--- src/rtl/imm_extend_pkg.sv ---
// Shared types and the immediate-extension function for the imm_extend_pipe stage.
// Widths are passed per call so one function serves every parameterisation.
package imm_extend_pkg;

  localparam int unsigned ExtMaxW  = 64;
  localparam int unsigned ExtInW   = 16;
  localparam int unsigned ExtOutW  = 32;

  typedef enum logic [1:0] {
    EXT_SEXT  = 2'b00,
    EXT_ZEXT  = 2'b01,
    EXT_UPPER = 2'b10,
    EXT_BROFF = 2'b11
  } ext_mode_t;

  // imm is right-aligned; bits at or above in_w are ignored. Result is masked to out_w bits.
  function automatic logic [ExtMaxW-1:0] ext_apply(
    input logic [ExtMaxW-1:0] imm,
    input ext_mode_t          mode,
    input int unsigned        in_w  = ExtInW,
    input int unsigned        out_w = ExtOutW
  );
    logic [ExtMaxW-1:0] mask_in;
    logic [ExtMaxW-1:0] mask_out;
    logic [ExtMaxW-1:0] imm_m;
    logic [ExtMaxW-1:0] sext;
    logic [ExtMaxW-1:0] res;
    logic               sign;

    mask_in  = {ExtMaxW{1'b1}} >> (ExtMaxW - in_w);
    mask_out = {ExtMaxW{1'b1}} >> (ExtMaxW - out_w);
    imm_m    = imm & mask_in;
    sign     = |(imm_m >> (in_w - 1));
    sext     = sign ? (imm_m | ~mask_in) : imm_m;
    res      = '0;

    unique case (mode)
      EXT_SEXT:  res = sext;
      EXT_ZEXT:  res = imm_m;
      EXT_UPPER: res = imm_m << in_w;
      EXT_BROFF: res = sext << 2;
    endcase

    return res & mask_out;
  endfunction

endpackage

--- src/rtl/ext_skid_buf.sv ---
// Generic valid/ready register slice. IMM_EXTEND_SKID_EN selects a two-entry skid buffer with a
// registered ready; otherwise a single output register with ready derived from ready_i.
module ext_skid_buf #(
  parameter int unsigned DATA_W = 37
) (
  input  logic              clk_i,
  input  logic              rst_ni,
  input  logic              flush_i,
  input  logic              valid_i,
  output logic              ready_o,
  input  logic [DATA_W-1:0] data_i,
  output logic              valid_o,
  input  logic              ready_i,
  output logic [DATA_W-1:0] data_o
);

`ifdef IMM_EXTEND_SKID_EN

  logic              main_valid_q, main_valid_d;
  logic              skid_valid_q, skid_valid_d;
  logic [DATA_W-1:0] main_data_q, main_data_d;
  logic [DATA_W-1:0] skid_data_q, skid_data_d;
  logic              rdy_q;
  logic              push, pop;

  assign push = valid_i && rdy_q;
  assign pop  = main_valid_q && ready_i;

  // Skid always holds the younger beat; it refills main before any new input is taken.
  always_comb begin
    main_valid_d = main_valid_q;
    main_data_d  = main_data_q;
    skid_valid_d = skid_valid_q;
    skid_data_d  = skid_data_q;
    if (flush_i) begin
      main_valid_d = 1'b0;
      skid_valid_d = 1'b0;
    end else if (skid_valid_q) begin
      if (pop) begin
        main_data_d  = skid_data_q;
        skid_valid_d = 1'b0;
      end
    end else if (push) begin
      if (!main_valid_q || pop) begin
        main_valid_d = 1'b1;
        main_data_d  = data_i;
      end else begin
        skid_valid_d = 1'b1;
        skid_data_d  = data_i;
      end
    end else if (pop) begin
      main_valid_d = 1'b0;
    end
  end

  always_ff @(posedge clk_i) begin
    if (!rst_ni) begin
      main_valid_q <= 1'b0;
      skid_valid_q <= 1'b0;
      main_data_q  <= '0;
      skid_data_q  <= '0;
      rdy_q        <= 1'b0;
    end else begin
      main_valid_q <= main_valid_d;
      skid_valid_q <= skid_valid_d;
      main_data_q  <= main_data_d;
      skid_data_q  <= skid_data_d;
      rdy_q        <= !skid_valid_d;
    end
  end

  assign ready_o = rdy_q;
  assign valid_o = main_valid_q;
  assign data_o  = main_data_q;

`else

  logic              valid_q, valid_d;
  logic [DATA_W-1:0] data_q, data_d;

  assign ready_o = !valid_q || ready_i;

  always_comb begin
    valid_d = valid_q;
    data_d  = data_q;
    if (flush_i) begin
      valid_d = 1'b0;
    end else if (valid_i && ready_o) begin
      valid_d = 1'b1;
      data_d  = data_i;
    end else if (valid_q && ready_i) begin
      valid_d = 1'b0;
    end
  end

  always_ff @(posedge clk_i) begin
    if (!rst_ni) begin
      valid_q <= 1'b0;
      data_q  <= '0;
    end else begin
      valid_q <= valid_d;
      data_q  <= data_d;
    end
  end

  assign valid_o = valid_q;
  assign data_o  = data_q;

`endif

endmodule

--- src/rtl/imm_extend_pipe.sv ---
// Registered immediate-extension stage with valid/ready flow control and flush.
// Define IMM_EXTEND_SKID_EN for a two-entry skid buffer with registered in_ready.
module imm_extend_pipe
  import imm_extend_pkg::*;
#(
  parameter int unsigned IN_W  = 16,
  parameter int unsigned OUT_W = 32,
  parameter int unsigned TAG_W = 5
) (
  input  logic             clk,
  input  logic             rst_n,
  input  logic             flush,
  input  logic             in_valid,
  output logic             in_ready,
  input  logic [IN_W-1:0]  in_imm,
  input  logic [1:0]       in_mode,
  input  logic [TAG_W-1:0] in_tag,
  output logic             out_valid,
  input  logic             out_ready,
  output logic [OUT_W-1:0] out_data,
  output logic [TAG_W-1:0] out_tag
);

  localparam int unsigned DataW = OUT_W + TAG_W;

  if (IN_W < 2 || IN_W >= OUT_W || OUT_W < 2 * IN_W || OUT_W >= ExtMaxW) begin : g_param_check
    $error("imm_extend_pipe: illegal IN_W/OUT_W combination");
  end

  logic [ExtMaxW-1:0] ext_full;
  logic [OUT_W-1:0]   ext_data;
  logic               buf_ready;
  logic               buf_push;
  logic [DataW-1:0]   buf_din;
  logic [DataW-1:0]   buf_dout;
  logic               unused_ext_hi;

  always_comb begin
    ext_full = ext_apply(ExtMaxW'(in_imm), ext_mode_t'(in_mode), IN_W, OUT_W);
  end

  assign ext_data      = ext_full[OUT_W-1:0];
  assign unused_ext_hi = ^ext_full[ExtMaxW-1:OUT_W];

  // Reset and flush both block acceptance in the same cycle they are asserted.
  assign in_ready = rst_n && !flush && buf_ready;
  assign buf_push = in_valid && in_ready;
  assign buf_din  = {in_tag, ext_data};

  ext_skid_buf #(
    .DATA_W (DataW)
  ) u_buf (
    .clk_i   (clk),
    .rst_ni  (rst_n),
    .flush_i (flush),
    .valid_i (buf_push),
    .ready_o (buf_ready),
    .data_i  (buf_din),
    .valid_o (out_valid),
    .ready_i (out_ready),
    .data_o  (buf_dout)
  );

  assign out_data = buf_dout[OUT_W-1:0];
  assign out_tag  = buf_dout[DataW-1:OUT_W];

endmodule

--- config.mk ---
export PLATFORM = sky130hd
export DESIGN_NAME = imm_extend_pipe
export DESIGN_NICKNAME = d
export VERILOG_FILES = /design/src/rtl/imm_extend_pkg.sv /design/src/rtl/ext_skid_buf.sv /design/src/rtl/imm_extend_pipe.sv
export SDC_FILE = /design/constraint.sdc
export NUM_CORES = 1
export LEC_CHECK = 0
export CORE_UTILIZATION = 44
export CTS_BUF_LIST = sky130_fd_sc_hd__clkbuf_8
export CTS_CLUSTER_SIZE = 16
export DETAILED_ROUTE_END_ITERATION = 8
export PLACE_DENSITY = 0.83
export RECOVER_POWER = 100
export SKIP_LAST_GASP = 1
export SLEW_MARGIN = 20
export SYNTH_ARGS = -nofsm -noshare
export SYNTH_HDL_FRONTEND = slang
export SYNTH_SLANG_ARGS = --single-unit
--- constraint.sdc ---
create_clock -name clk -period 1.6 [get_ports clk]
set_clock_uncertainty 0.15 [all_clocks]
set_input_delay 0.32 -clock clk [delete_from_list [all_inputs] [get_ports clk]]
set_output_delay 0.32 -clock clk [all_outputs]
set_load 0.02 [all_outputs]
-- Word level (Yosys, flattened, before mapping)
Index checks and enable logic that the tools add are counted.
- logic and storage cells: 23
- bits of input ports: 28
- output and inout port bits: 39
- bits in registers: 38
- reductions and logical operators: 12
- bitwise gates (word level): 2
- equality and inequality tests: 3
- muxes and demuxes: 4
- operators with widths (kind ; number):
    $pmux W32 S4 ; 1
    $mux W32 ; 1
    $logic_and A1 B1 Y1 ; 5
    $eq A2 B2 Y1 const B ; 2
    $eq A2 B1 Y1 const B ; 1
    $logic_not A1 Y1 ; 2
    $logic_not A2 Y1 ; 1
    $mux W1 ; 2
    $not A1 Y1 ; 2
    $reduce_and A2 Y1 ; 1
    $reduce_bool A2 Y1 ; 1
    $reduce_or A2 Y1 ; 1
    $logic_or A1 B1 Y1 ; 1

-- Longest topological paths before layout
Gate-level depths: netlist of run 1.
- depth after elaboration: 6
- depth in mapped cells: 6
- depth with buffers taken out: 4

-- By module
Synthesis of run 1 repeated with hierarchy kept, for this count alone.
- cells, all modules: 228
- area total of the unflattened synthesis: 2082.0 um^2
- by module, submodules not included (module ; seq. area each (um^2) ; area each (um^2) ; cells each ; times used):
    ext_skid_buf ; 760.7 ; 1556.5 ; 166 ; 1
    imm_extend_pipe ; 0.0 ; 525.5 ; 62 ; 1

-- Least setup slack after synthesis of run 1
OpenSTA, ideal clock, no wires.
- path kind: register -> register
- start point: register u_buf.valid_q (netlist: u_buf.valid_o)
- end point: register u_buf.data_q[11] (netlist: u_buf.data_o[11])
- library setup time: 0.127 ns
- arrival time: 1.141 ns
- required time: 1.323 ns
- path slack: 0.183 ns
- buffers on the path: 2
- stages on the path, launching flop included: 7
- clock period less this slack: 1.417 ns
- cells stage by stage: dfxtp_1 > nand2b_1 > and3_1 > buf_6 > buf_12 > nor2_1 > nor3b_2
- cells in the longest elaborated chain, start to end: 6
- ends and longest elaborated chain (item ; line ; RTL):
    start: declaration ; ext_skid_buf.sv:78 ; logic valid_q, valid_d;
    start signal: assignment ; ext_skid_buf.sv:101 ; valid_q <= valid_d;
    $logic_not A1 Y1 * ; ext_skid_buf.sv:81 ; assign ready_o = !valid_q || ready_i;
    $logic_or A1 B1 Y1 * ; ext_skid_buf.sv:81 ;
    $logic_and A1 B1 Y1 ; imm_extend_pipe.sv:46 ; assign in_ready = rst_n && !flush && buf_ready;
    $logic_and A1 B1 Y1 ; imm_extend_pipe.sv:47 ; assign buf_push = in_valid && in_ready;
    $logic_and A1 B1 Y1 * ; ext_skid_buf.sv:88 ; end else if (valid_i && ready_o) begin
    $reduce_and A2 Y1 (no line) * ; -- ;
    end signal: assignment ; ext_skid_buf.sv:102 ; data_q <= data_d;
    end: declaration ; ext_skid_buf.sv:79 ; logic [DATA_W-1:0] data_q, data_d;
Every way passes the cells marked *; elsewhere a longest branch is shown, timed or not.
A chain may end at the register's enable or synchronous reset.

-- Worst setup path after layout of run 1
- start point: input port in_valid
- end point: register u_buf.data_q[5] (netlist: u_buf.data_o[5])
- cells in the longest elaborated chain, start to end: 3
- ends and longest elaborated chain (item ; line ; RTL):
    start: declaration ; imm_extend_pipe.sv:13 ; input logic in_valid,
    $logic_and A1 B1 Y1 ; imm_extend_pipe.sv:47 ;
    $logic_and A1 B1 Y1 ; ext_skid_buf.sv:88 ;
    $reduce_and A2 Y1 (no line) ; -- ;
Every way passes these cells.

==> summary.md, run 1 <==
| Metric | Value |
|---|---|
| Status | `complete, no violations` |
| WP data required | `about 1.7 ns` |
| Routed Antenna Nets | `0` |
| Leak pwr | `1.20 nW` |
| RSZ-0062 raised after global routing | `false` |
| Max H-tree Level | `2` |
| RePlAce Congestion | `around 0.85` |
| Most frequent cells in the layout | `dlygate4sd2_1, dfxtp_1, nand2_1` |
| Placed Area | `~2500 sq um` |
| Hpwl dp | `3090 um` |
| WL per Instance | `between 15 and 20 um` |
| Yosys reg bits | `38` |
| Vias per inst | `5.25` |
| Crit-path cells | `clkdlybuf4s50_1, and3_4, clkbuf_2, nor2_1, nor3b_2` |
| Crit share post-route | `97.0%` |
| Final Power | `0.00220 W` |
| Synth Area per Inst | `9.30 sq um` |
| Total wire length | `4730 um` |
| Synth cell types | `27` |
| Cell Rows | `22` |
| Clock latency on the worst-skew pair | `around 0.28 ns` |
| Max incr delay on CP | `0.52 ns` |
| Pwr Density | `829 nW/um^2` |
| CP bufs+invs | `2` |
| RR Startpoint | `u_buf.valid_o` |
| Via count | `around 1600` |
| Ys Warns | `0` |
| Post-CTS Setup Repair Bufs | `0` |
| Overall Global Routing Usage | `23.0%` |
| Final number of setup-violating endpoints | `0` |
| Initial Util | `46.0%` |
| First-pass GRT wire length | `roughly 7300 um` |
| Total global routing overflow | `0` |
| Crit Path Max Fanout | `7` |
| R2r endpoint | `u_buf.data_o[5]` |
| PortBufs | `66` |
| Vias in the first global route | `between 1500 and 2000` |
| Flop pwr share | `roughly 46%` |
| Share of layout cells above drive strength 1 | `~25%` |
| WS Path Type | `input port to flop` |
| Max capacitance violation total | `0` |
| Number of synthesized flops with an enable pin | `0` |
| Chip width | `63.8 um` |
| Clock sinks | `38` |
| Switching power | `~0.00057 W` |
| I/O pin cnt | `67` |
| Hold violation total from the final report | `0` |
| Area grow syn2layout | `58.0%` |
| Final Util | `between 70 and 80%` |
| Hold path depth | `3` |
| Clk pwr share | `34.2%` |
| Comb power frac | `around 20%` |
| Setup WS pre-CTS | `-0.514 ns` |
| Drt drc | `0` |
| DRT Pass-1 Iters | `4` |
| Min-delay src | `flush` |
| Post-Syn Nets | `roughly 210` |
| Commonest non-fill, non-tap cell in the layout | `dlygate4sd2_1` |
| Highest-delay cell along the critical path | `clkdlybuf4s50_1` |
| Fin crit period | `around 1.6 ns` |
| Fmax | `644 MHz` |
| Largest net degree at the start of global routing | `23` |
| Root buffer cell | `clkbuf_8` |
| Nets@finish | `289` |
| TritonCTS clock tree | `yes` |
| Clock slew at reported path FFs | `0.07 ns` |
| Finished layout cell area | `2660 sq um` |
| Final antenna diode count | `0` |
| WP data arrival | `between 1.5 and 2 ns` |
| Initial antenna violation count | `0` |
| Number of CTS-inserted buffers | `5` |
| Worst min path class | `input port to flop` |
| Internal | `0.00163 W` |
| Die area | `4080 sq um` |
| TNS Setup | `0 ns` |
| CP startpoint kind | `input port` |
| Min setup slack post-route | `0.0475 ns` |
| CP endpoint kind | `flop` |
| Ys async rst share | `0%` |
| Die height | `63.8 um` |
| Delay-heaviest family, CP | `buffers and inverters` |
| Max VDD drop | `574 uV` |
| Cells after synthesis | `181` |
| Clock buffer depth | `2` |
| Predominant post-synthesis flop cell | `dfxtp_1` |
| Slew headroom | `between 70 and 80%` |
| Hold Crit Endpoint | `u_buf.valid_o` |
| CORE AREA | `3660 sq um` |
| FF-to-FF path depth | `6` |
| Synthesized area | `1680 sq um` |
| Sw Ratio | `25.9%` |
| Iteration-0 DRC Markers | `108` |
| Sequential area share after synthesis | `45.2%` |
| Fin. max-slew vios | `0` |
| Reg-to-reg slack, setup | `0.10 ns` |
| Post-CTS Hold Buffers | `0` |
| Least-Margin Pin Slew | `0.328 ns` |
flip-flops by register name (all words and copies together), names as in the netlist:
name           count
u_buf.valid_o      1
u_buf.data_o      37
cell usage after synthesis, types with 4 or more instances:
| cell | n | share of area [%] |
|---|---|---|
| a21boi_1 | 8 | 3.6 |
| nand2_1 | 28 | 6.2 |
| nor3b_1 | 5 | 2.2 |
| nor3b_2 | 9 | 6.7 |
| dfxtp_1 | 38 | 45 |
| a221oi_1 | 8 | 4.2 |
| nor2_1 | 12 | 2.7 |
| nor2_2 | 7 | 2.6 |
| a221oi_2 | 6 | 5.4 |
| clkbuf_1 | 4 | 0.89 |
| buf_2 | 6 | 1.8 |
| o21ai_1 | 7 | 2.1 |
| o21ai_0 | 8 | 2.4 |
| a21oi_1 | 16 | 4.8 |
layout make-up:
cell class	count	area, sq um
Timing Repair Buffer	88	841
Tap cell	48	60.1
Clock buffer	8	110
Multi-Input combinational cell	127	883
Inverter	1	3.75
Sequential cell	38	761
Fill cell	276	1000
cells by family after synthesis:
logic type / Yosys count / share of synthesized area, %
simple gates: 72 / 24.6
compound gates: 54 / 23.0
flops: 38 / 45.2
buf+inv: 16 / 6.54
mux: 1 / 0.595
tightest hold or removal path: cells and delay by family:
| kind | cells | cell delay (ns) |
|---|---|---|
| buf+inv | 1 | 0.10 |
| simple gates | 2 | 0.17 |
worst max-delay path by stage:
stage,slack (ns),from,to,cells after the start
floorplan,0.18,u_buf.valid_o,u_buf.data_o[11],6
global placement,-0.47,rst_n,in_ready,4
detailed placement,-0.51,rst_n,in_ready,4
CTS,-0.14,flush,in_ready,4
global route,0.008,u_buf.valid_o,out_valid,2
finish,0.05,in_valid,u_buf.data_o[5],5
power groups by stage:
stage	Combinational [W]	Sequential, W	Clock (W)
floorplan	0.000152	0.00109	0
global placement	0.000422	0.00103	0
detailed placement	0.000427	0.00104	0
CTS	0.000422	0.00101	0.000761
global route	0.000465	0.00102	0.000826
finish	0.000436	0.00101	0.000754
metrics by stage:
stage	instances	hold slack, ns
floorplan	181	0.291
global placement	300	0.290
detailed placement	300	0.295
CTS	309	0.302
global route	310	0.214
finish	310	0.195
layer usage:
metal	track usage, %	wire length (um)
met1	28.5	1940
met5	0	0
met2	39.0	2370
met3	3.57	281
met4	10.5	139
repair_timing:
| item | CTS | global route |
|---|---|---|
| cloned | 1 | 1 |
| pin swaps | 0 | 4 |
| resized for setup | 58 | 22 |
| setup endpoints to repair | 66 | 36 |
No activity file was read; power rests on OpenSTA's default activity.
==> run 2, diff against run 1 <==
--- a/config.mk
+++ b/config.mk
@@ -5,14 +5,14 @@
 export SDC_FILE = /design/constraint.sdc
 export NUM_CORES = 1
 export LEC_CHECK = 0
-export CORE_UTILIZATION = 44
+export CORE_UTILIZATION = 45
 export CTS_BUF_LIST = sky130_fd_sc_hd__clkbuf_8
 export CTS_CLUSTER_SIZE = 16
 export DETAILED_ROUTE_END_ITERATION = 8
-export PLACE_DENSITY = 0.83
+export DONT_BUFFER_PORTS = 1
+export PLACE_DENSITY = 0.62
 export RECOVER_POWER = 100
 export SKIP_LAST_GASP = 1
-export SLEW_MARGIN = 20
 export SYNTH_ARGS = -nofsm -noshare
 export SYNTH_HDL_FRONTEND = slang
 export SYNTH_SLANG_ARGS = --single-unit
==> run 2 against run 1 <==
Final area down 34%. Combinational power is 64% lower. Register-to-register slack barely moved. Non-clock buffer count fell by 81. First-iteration DRC count shrank 45%. Maximum frequency rose by 1.8%. Utilization shrank 22 points. Routed wire length is 19% lower. Flip-flop and latch count is the same. Critical path depth down 3. Final cell count is 27% lower. Sequential power is 6% higher.
==> summary.md, run 2 (same netlist as run 1, synthesis figures left out) <==
| Metric | Value |
|---|---|
| Status | `complete, no violations` |
| Metal3 WL | `350 um (+25%)` |
| Cell Rows | `21 (-4.5%)` |
| WL per Instance | `16.9 um (+11%)` |
| Final number of setup-violating endpoints | `0 (unchanged)` |
| Highest-delay cell along the critical path | `dfxtp_1` |
| FF-to-FF path depth | `5 (-1)` |
| Filler Cell Count | `359 (+30%)` |
| Chip width | `63.2 um (-1.1%)` |
| First-pass GRT wire length | `6520 um (-11%)` |
| PostCTS Resize Cnt | `0 (-100%)` |
| Clock latency on the worst-skew pair | `0.28 ns (about the same)` |
| Area grow syn2layout | `4.83%` |
| WS Path Type | `flop to output port` |
| Flop pwr share | `57.2% (+11 points)` |
| Leak pwr | `0.628 nW (-48%)` |
| Iteration-0 DRC Markers | `59 (-45%)` |
| DRT Pass-1 Iters | `4 (unchanged)` |
| Routed Antenna Nets | `0 (unchanged)` |
| Vias per inst | `5.74 (+9.4%)` |
| Hold slack | `0.0148 ns (-0.180 ns)` |
| Post-CTS Hold Buffers | `0 (unchanged)` |
| WL met2 | `1900 um (-20%)` |
| Placed Area | `1710 sq um (-30%)` |
| Die height | `63.2 um (-1.1%)` |
| Top Layer Used | `met4` |
| Max VDD drop | `508 uV (-11%)` |
| Die area | `3990 sq um (-2.1%)` |
| Post-CTS Setup Repair Bufs | `0 (unchanged)` |
| Root buffer cell | `clkbuf_8` |
| Clock sinks | `38 (unchanged)` |
| Nets@finish | `208 (-28%)` |
| Max H-tree Level | `2 (unchanged)` |
| Reg-to-reg slack, setup | `0.11 ns (about the same)` |
| Clk pwr share | `34.3% (about the same)` |
| Hold Crit Endpoint | `u_buf.valid_o` |
| WP data arrival | `1.05 ns (-0.57 ns)` |
| Crit Path Max Fanout | `3 (-4)` |
| Finished layout cell area | `1760 sq um (-34%)` |
| Internal | `0.00140 W (-14%)` |
| Min-delay src | `in_valid` |
| Total wire length | `3840 um (-19%)` |
| PortBufs | `0 (-100%)` |
| Share of layout cells above drive strength 1 | `17.7% (-7.1 points)` |
| Hold path depth | `2 (-1)` |
| Sw Ratio | `25.2% (-0.70 points)` |
| Crit share post-route | `95.3% (-1.7 points)` |
| CP endpoint kind | `output port` |
| Number of CTS-inserted buffers | `5 (unchanged)` |
| Placed insts | `219 (-27%)` |
| Crit-path cells | `nor2b_1, nor2_1` |
| Max reg flops | `37 (unchanged)` |
| Vias in the first global route | `1358 (-12%)` |
| Initial antenna violation count | `0 (unchanged)` |
| Commonest non-fill, non-tap cell in the layout | `dfxtp_1` |
| Clock slew at reported path FFs | `0.07 ns (about the same)` |
| Most frequent cells in the layout | `dfxtp_1, nand2_1, a21oi_1` |
| Final antenna diode count | `0 (unchanged)` |
| Hold violation total from the final report | `0 (unchanged)` |
| RePlAce Congestion | `0.797 (-5.7%)` |
| WP data required | `1.13 ns (-0.54 ns)` |
| Comb power frac | `8.4% (-11 points)` |
| CP startpoint kind | `flop` |
| CORE AREA | `3470 sq um (-5.3%)` |
| Switching power | `0.000473 W (-17%)` |
| Largest net degree at the start of global routing | `40 (+74%)` |
| Hpwl dp | `2790 um (-9.7%)` |
| TNS Setup | `0 ns (unchanged)` |
| Least-Margin Pin Slew | `0.580 ns (+0.252 ns)` |
| Fin crit period | `1.52 ns (-0.0276 ns)` |
| Worst min path class | `input port to flop` |
| Max incr delay on CP | `0.32 ns (-0.20 ns)` |
| Pwr Density | `1060 nW/um^2 (+28%)` |
| TritonCTS clock tree | `yes` |
| Slew headroom | `61.3% (-17 points)` |
| R2r endpoint | `u_buf.data_o[14]` |
| Post-route insts no fill | `227 (-27%)` |
| I/O pin cnt | `67 (unchanged)` |
| Met1 WL | `1550 um (-20%)` |
| RR Startpoint | `u_buf.valid_o` |
| Via count | `1304 (-20%)` |
| RSZ-0062 raised after global routing | `false` |
| Clock buffer depth | `2 (unchanged)` |
| Initial Util | `48.5% (+2.6 points)` |
| Max capacitance violation total | `0 (unchanged)` |
| Drt drc | `0 (unchanged)` |
| Total global routing overflow | `0 (unchanged)` |
| Fmax | `656 MHz (+1.8%)` |
| Overall Global Routing Usage | `21.1% (-1.9 points)` |
| Fin. max-slew vios | `0 (unchanged)` |
==> run 2: changes by cell type in the layout (fill, tap and decap cells not counted), sizes merged <==
cell and change:
dlymetal6s2s -4, dlygate4sd2 -39, clkinv +1, buf -15, inv +1, clkdlybuf4s50 -22, clkbuf -3
==> run 2: worst max-delay path: cells and delay by family, from the launching register on <==
kind,cells,cell delay (ns)
AND/OR/NAND/NOR,2,0.46
flip-flops,1,0.32
==> run 2: worst max-delay path by stage <==
stage | start | end | slack, ns | cells past startpoint
2_1_floorplan | u_buf.valid_o | u_buf.data_o[11] | 0.18 | 6
3_5_place_dp | in_mode[1] | u_buf.data_o[4] | 0.12 | 3
3_3_place_gp | flush | u_buf.data_o[11] | 0.17 | 5
6_report | u_buf.valid_o | in_ready | 0.08 | 2
5_1_grt | u_buf.valid_o | in_ready | 0.03 | 2
4_1_cts | u_buf.valid_o | in_ready | 0.06 | 2
==> run 2: power by group through the flow <==
stage	registers [W]	logic [W]	clock network (W)
global placement	0.00110	0.000162	0
detailed placement	0.00110	0.000167	0
global route	0.00108	0.000180	0.000713
CTS	0.00107	0.000168	0.000669
floorplan	0.00109	0.000152	0
finish	0.00107	0.000159	0.000644
==> run 2: through the flow <==
step	util, %	worst slack [ns]	power (W)
after detailed placement	49.4	0.125	0.00126
after CTS	52.0	0.0585	0.00191
after global placement	49.4	0.171	0.00126
after global routing	50.9	0.0299	0.00197
after floorplan	-	0.183	0.00124
final	50.9	0.0751	0.00188
==> run 2: area by class of cell <==
type / instances / area [sq um] / share of cell area [%]
Timing Repair Buffer: 7 / 71.3 / 4.04
Clock buffer: 6 / 82.6 / 4.68
Inverter: 1 / 3.75 / 0.213
Sequential cell: 38 / 761 / 43.1
Tap cell: 46 / 57.6 / 3.26
Multi-Input combinational cell: 127 / 779 / 44.2
Clock inverter: 2 / 8.76 / 0.496
==> run 2: metal layers <==
layer / GRT usage (%) / up-vias
met5: 0 / -
met4: 7.85 / 0
met3: 9.24 / 4
met2: 35.3 / 47
met1: 23.4 / 617
li1: - / 636
